### config.mk
export PLATFORM = sky130hd
export DESIGN_NAME = match_window_counter_flat
export DESIGN_NICKNAME = d
export VERILOG_FILES = /design/src/rtl/match_window_counter_if.sv /design/src/rtl/match_window_counter.sv /design/src/flat_wrapper.sv
export SDC_FILE = /design/constraint.sdc
export NUM_CORES = 1
export LEC_CHECK = 0
export CORE_MARGIN = 2
export CORE_UTILIZATION = 47
export DETAILED_ROUTE_END_ITERATION = 8
export PLACE_DENSITY = 0.7
export SYNTH_ARGS = -nofsm -noshare
export SYNTH_HDL_FRONTEND = slang
export SYNTH_SLANG_ARGS = --single-unit
### constraint.sdc
create_clock -name clk -period 1.3 [get_ports clk]
set_input_delay 0.26 -clock clk [delete_from_list [all_inputs] [get_ports clk]]
set_output_delay 0.26 -clock clk [all_outputs]
set_load 0.02 [all_outputs]
### src/rtl/match_window_counter_if.sv
// Handshake bundle between the match window counter and its consumer.
// Optional peak_count signal present when MATCH_WINDOW_COUNTER_PEAK_EN is defined.
interface match_window_counter_if #(
    parameter int unsigned CNT_W = 8
);
    logic             enable;
    logic             det;
    logic             out_ready;
    logic             out_valid;
    logic [CNT_W-1:0] count_out;
    logic             sat;
    logic             drop;
`ifdef MATCH_WINDOW_COUNTER_PEAK_EN
    logic [CNT_W-1:0] peak_count;

    modport master (
        output enable, det, out_ready,
        input  out_valid, count_out, sat, drop, peak_count
    );
    modport slave (
        input  enable, det, out_ready,
        output out_valid, count_out, sat, drop, peak_count
    );
`else
    modport master (
        output enable, det, out_ready,
        input  out_valid, count_out, sat, drop
    );
    modport slave (
        input  enable, det, out_ready,
        output out_valid, count_out, sat, drop
    );
`endif
endinterface

### src/rtl/match_window_counter.sv
// Counts detector matches over back-to-back fixed windows and hands each result to a
// valid/ready consumer. Define MATCH_WINDOW_COUNTER_PEAK_EN to add the peak_count output.
module match_window_counter #(
    parameter int unsigned WINDOW = 64,
    parameter int unsigned CNT_W  = 8
) (
    input  logic                  clk,
    input  logic                  reset,
    match_window_counter_if.slave bus
);
    localparam int unsigned       TMR_W    = $clog2(WINDOW);
    localparam logic [TMR_W-1:0]  TMR_LAST = TMR_W'(WINDOW - 1);
    localparam logic [CNT_W-1:0]  CNT_MAX  = {CNT_W{1'b1}};

    typedef enum logic {
        IDLE  = 1'b0,
        COUNT = 1'b1
    } state_e;

    state_e           state_q, state_d;
    logic [TMR_W-1:0] timer_q, timer_d;
    logic [CNT_W-1:0] acc_q, acc_d;
    logic             acc_sat_q, acc_sat_d;
    logic             valid_q, valid_d;
    logic [CNT_W-1:0] count_q, count_d;
    logic             sat_q, sat_d;
    logic             drop_q, drop_d;
`ifdef MATCH_WINDOW_COUNTER_PEAK_EN
    logic [CNT_W-1:0] peak_q, peak_d;
`endif

    logic             acc_full;
    logic [CNT_W-1:0] fin_cnt;
    logic             fin_sat;
    logic             load;

    // Running count including this cycle's det, clamped at CNT_MAX
    always_comb begin
        acc_full = (acc_q == CNT_MAX);
        fin_cnt  = acc_full ? CNT_MAX : acc_q + CNT_W'(bus.det);
        fin_sat  = acc_sat_q | (bus.det & acc_full);
    end

    always_ff @(posedge clk or negedge reset) begin
        if (!reset) begin
            state_q   <= IDLE;
            timer_q   <= '0;
            acc_q     <= '0;
            acc_sat_q <= 1'b0;
            valid_q   <= 1'b0;
            count_q   <= '0;
            sat_q     <= 1'b0;
            drop_q    <= 1'b0;
`ifdef MATCH_WINDOW_COUNTER_PEAK_EN
            peak_q    <= '0;
`endif
        end else begin
            state_q   <= state_d;
            timer_q   <= timer_d;
            acc_q     <= acc_d;
            acc_sat_q <= acc_sat_d;
            valid_q   <= valid_d;
            count_q   <= count_d;
            sat_q     <= sat_d;
            drop_q    <= drop_d;
`ifdef MATCH_WINDOW_COUNTER_PEAK_EN
            peak_q    <= peak_d;
`endif
        end
    end

    always_comb begin
        state_d   = state_q;
        timer_d   = timer_q;
        acc_d     = acc_q;
        acc_sat_d = acc_sat_q;
        valid_d   = valid_q;
        count_d   = count_q;
        sat_d     = sat_q;
        drop_d    = drop_q;
`ifdef MATCH_WINDOW_COUNTER_PEAK_EN
        peak_d    = peak_q;
`endif
        load      = 1'b0;

        if (valid_q && bus.out_ready) begin
            valid_d = 1'b0;
        end

        case (state_q)
            IDLE: begin
                timer_d   = '0;
                acc_d     = '0;
                acc_sat_d = 1'b0;
                if (bus.enable) begin
                    state_d = COUNT;
                end
            end
            COUNT: begin
                if (timer_q == TMR_LAST) begin
                    // A held result not taken this cycle wins; the new one is lost
                    timer_d   = '0;
                    acc_d     = '0;
                    acc_sat_d = 1'b0;
                    if (!valid_q || bus.out_ready) begin
                        load = 1'b1;
                    end else begin
                        drop_d = 1'b1;
                    end
                    if (!bus.enable) begin
                        state_d = IDLE;
                    end
                end else if (!bus.enable) begin
                    state_d   = IDLE;
                    timer_d   = '0;
                    acc_d     = '0;
                    acc_sat_d = 1'b0;
                end else begin
                    timer_d   = timer_q + TMR_W'(1);
                    acc_d     = fin_cnt;
                    acc_sat_d = fin_sat;
                end
            end
            default: begin
                state_d = IDLE;
            end
        endcase

        if (load) begin
            valid_d = 1'b1;
            count_d = fin_cnt;
            sat_d   = fin_sat;
`ifdef MATCH_WINDOW_COUNTER_PEAK_EN
            peak_d  = (fin_cnt > peak_q) ? fin_cnt : peak_q;
`endif
        end
    end

    assign bus.out_valid  = valid_q;
    assign bus.count_out  = count_q;
    assign bus.sat        = sat_q;
    assign bus.drop       = drop_q;
`ifdef MATCH_WINDOW_COUNTER_PEAK_EN
    assign bus.peak_count = peak_q;
`endif

endmodule

### src/flat_wrapper.sv
// flat-port wrapper written by rule: the top's interface ports become plain ports
module match_window_counter_flat 
#(
    parameter int unsigned WINDOW = 64,
    parameter int unsigned CNT_W  = 8
)
  (clk, reset, bus_enable, bus_det, bus_out_ready, bus_out_valid, bus_count_out, bus_sat, bus_drop);
  match_window_counter_if #(.CNT_W(CNT_W)) bus_i ();
  input  logic clk;
  input  logic reset;
  input wire logic [$bits(bus_i.enable)-1:0] bus_enable;
  input wire logic [$bits(bus_i.det)-1:0] bus_det;
  input wire logic [$bits(bus_i.out_ready)-1:0] bus_out_ready;
  output wire logic [$bits(bus_i.out_valid)-1:0] bus_out_valid;
  output wire logic [$bits(bus_i.count_out)-1:0] bus_count_out;
  output wire logic [$bits(bus_i.sat)-1:0] bus_sat;
  output wire logic [$bits(bus_i.drop)-1:0] bus_drop;
  assign bus_i.enable = bus_enable;
  assign bus_i.det = bus_det;
  assign bus_i.out_ready = bus_out_ready;
  assign bus_out_valid = bus_i.out_valid;
  assign bus_count_out = bus_i.count_out;
  assign bus_sat = bus_i.sat;
  assign bus_drop = bus_i.drop;
  match_window_counter #(.WINDOW(WINDOW), .CNT_W(CNT_W)) u_core (.clk(clk), .reset(reset), .bus(bus_i));
endmodule
==> out/summary.txt <==
Outcome: finished with violations
Failing checks: negative setup slack
Multi-input combinational cell area: 612 µm²
Worst Hold Class: in2async
Routed length per instance: 13.9 µm
CP Data Arrival Time: 1630 ps
Gate Count Post-Synth: 108
GRT overflow: 0
Die Area: 2880 µm²
Mean Syn Cell Area: 10.7 µm²
GRT Total Usage: 0.202
Finished Layout Cells: 175
Residual DRC: 0
Share of cells above drive strength 1: 0.531
Max Slew Vio Count: 0
Finished Core Util: 0.748
Setup TNS: -290 ps
Core outline area: 2280 µm²
Drt total wl: 2.43 mm
Warnings from Yosys: 0
Final clock skew: 9.13 ps
Measured slew at the worst slew-check pin: 256 ps
Post-route cell area: 1700 µm²
Placed insts: 162
Internal Power: 1.01 mW
Hold buffers post-CTS: 0
Pwr/cell area: 783 nW/µm²
Design Power: 1.33 mW
Critical path type: reg2reg
H-tree depth: 1
Syn_nets: 116
First DRT Iteration DRCs: 5
Startpoint Class: flip-flop
Post-Synth Simple-Gate Area: 0.210
Post-Place Worst Slack: -521 ps
Vias: 888
Sw frac: 0.240
Storage cell area: 678 µm²
DR pass1 iterations: 2
Synthesized area: 1160 µm²
Setup ws final: -97.4 ps
Initial core utilization: 0.510
Synth Area in Adders: 0.0324
GPL Wtd Cong: 0.807
Hold Slack: 251 ps
Buffers on Ports: 15
RSZ-0062 raised after global routing: yes
IO Pins: 16
Final period util: 1.07
Height of the die: 53.7 µm
Initial antenna violation count: 0
Reg2reg path depth: 4
VDD IR max: 0.674 mV
Number of global-route vias before repair: 968
Fillers: 143
Largest net degree at the start of global routing: 28
Comb power frac: 0.071
Area delta synth->final: 46.7%
Switching power: 0.320 mW
Flop pwr share: 0.641
# diodes: 0
Post-synthesis mux area share: 0.00863
DP Area: 1480 µm²
Largest family of logic cells by synthesized area: simple AND/OR/NAND/NOR gates
Static leakage: 0.799 nW
Reg clk slew, reported paths: 160 ps
Min Tclk post-route: 1400 ps
Relative slew margins: 0.829
Dpl hpwl: 1.62 mm
Layout net count: 156
Req. time, crit path: 1540 ps
Clock buffer depth: 2
Netlist cell types: 26
Maxcap violations: 0
CP Max Fanout: 4
CTS root buffer: clkbuf_4
Commonest non-fill, non-tap cell in the layout: dfrtp_1
First-pass GRT wire length: 4.04 mm
Fmax: 716 MHz
DR vias/cell: 5.07
Synth Register Bits: 27
Register area share after synthesis: 0.583
Clock power frac: 0.288
Die Span X: 53.7 µm
Synth Area in Compound Gates: 0.0885
CTS tree: yes
Site Rows: 17
XOR/XNOR Fraction of Synth Area: 0.0529
Final Hold Viols: 0
Final ANT Viol Nets: 0
# clock sinks: 27
Crit end category: flip-flop
Skew-Pair Late Insertion Delay: 340 ps
CTS Buf Count: 3
Final setup viols: 9
Commonest cells after routing, fill and taps aside: dfrtp_1, buf_4, nor2_2
[what timing repair did]
action                                  in CTS  in global routing
resized for setup                           44                 36
setup buffers                                3                  7
endpoints found under the setup margin      35                 34
pin swaps                                    7                 10
[final timing paths]
check,from,slack [ps],end
worst max-delay path,u_core.timer_q[0],-100,u_core.bus.count_out[5]
worst min-delay path,reset,250,u_core.bus.count_out[6]
worst max register to register,u_core.timer_q[0],-100,u_core.bus.count_out[5]
worst min register to register,u_core.bus.count_out[2],500,u_core.bus.count_out[2]
max in group asynchronous,reset,880,u_core.acc_q[3]
min in group clk,bus_enable,450,u_core.state_q
[synth_stat cells]
master	n	area (µm²)
buf_6	1	11.3
dfrtp_1	27	676
a21oi_1	2	10.0
nand2_1	14	52.6
nand4_1	2	12.5
xor2_1	4	35.0
buf_2	2	10.0
a21o_1	1	7.51
a21oi_2	1	8.76
and4_2	1	10.0
nand3_1	5	25.0
nor3_4	1	16.3
o21ba_2	1	10.0
nand2b_1	2	12.5
inv_1	2	7.51
nand4_2	2	25.0
and3_1	2	12.5
o31a_2	1	10.0
o21ai_1	8	40.0
xnor2_1	3	26.3
and2_1	1	6.26
mux2i_1	1	10.0
a31o_2	1	8.76
ha_1	3	37.5
o21bai_1	1	7.51
nor2_1	19	71.3
[cell type report]
cell class / count / area share
Sequential cell: 27 / 0.399
Multi-Input combinational cell: 76 / 0.360
Timing Repair Buffer: 38 / 0.199
Tap cell: 28 / 0.0206
Clock buffer: 3 / 0.0132
Clock inverter: 1 / 0.00441
Inverter: 2 / 0.00441
[sequential cells by signal, summed over array words and instances (netlist names)]
| name | cells |
|---|---|
| u_core.acc_q | 8 |
| u_core.bus.drop | 1 |
| u_core.timer_q | 6 |
| u_core.bus.sat | 1 |
| u_core.acc_sat_q | 1 |
| u_core.bus.count_out | 8 |
| u_core.bus.out_valid | 1 |
| u_core.state_q | 1 |
[per-layer routing]
layer / global-route usage / vias up / wire length [µm] / part of all wire
li1: - / 440 / - / -
met1: 0.204 / 430 / 935 / 0.39
met2: 0.390 / 12 / 1370 / 0.57
met3: 0.0333 / 6 / 74 / 0.031
met4: 0.103 / 0 / 45 / 0.019
met5: 0 / - / 0 / 0
[critical path, stage by stage, from the launching register on]
cell and delay, ps:
dfrtp_1 390, ha_2 190, and3_4 230, nand4_4 130, o31a_2 350
[logic make-up (layout without fill, tap and decap cells)]
family / after synthesis / after routing
compound gates: 16 / 16
fa+ha+maj: 3 / 3
simple gates: 49 / 49
mux: 1 / 1
xor+xnor: 7 / 7
buf+inv: 5 / 44
flops: 27 / 27
[power groups by stage]
| stage | logic [mW] | registers (mW) | clock network (mW) |
|---|---|---|---|
| 2_1_floorplan | 0.0217 | 0.868 | 0 |
| 3_3_place_gp | 0.0736 | 0.868 | 0 |
| 3_5_place_dp | 0.0753 | 0.868 | 0 |
| 4_1_cts | 0.0799 | 0.853 | 0.389 |
| 5_1_grt | 0.104 | 0.856 | 0.422 |
| 6_report | 0.0942 | 0.854 | 0.385 |
No activity file was read; power rests on OpenSTA's default activity.
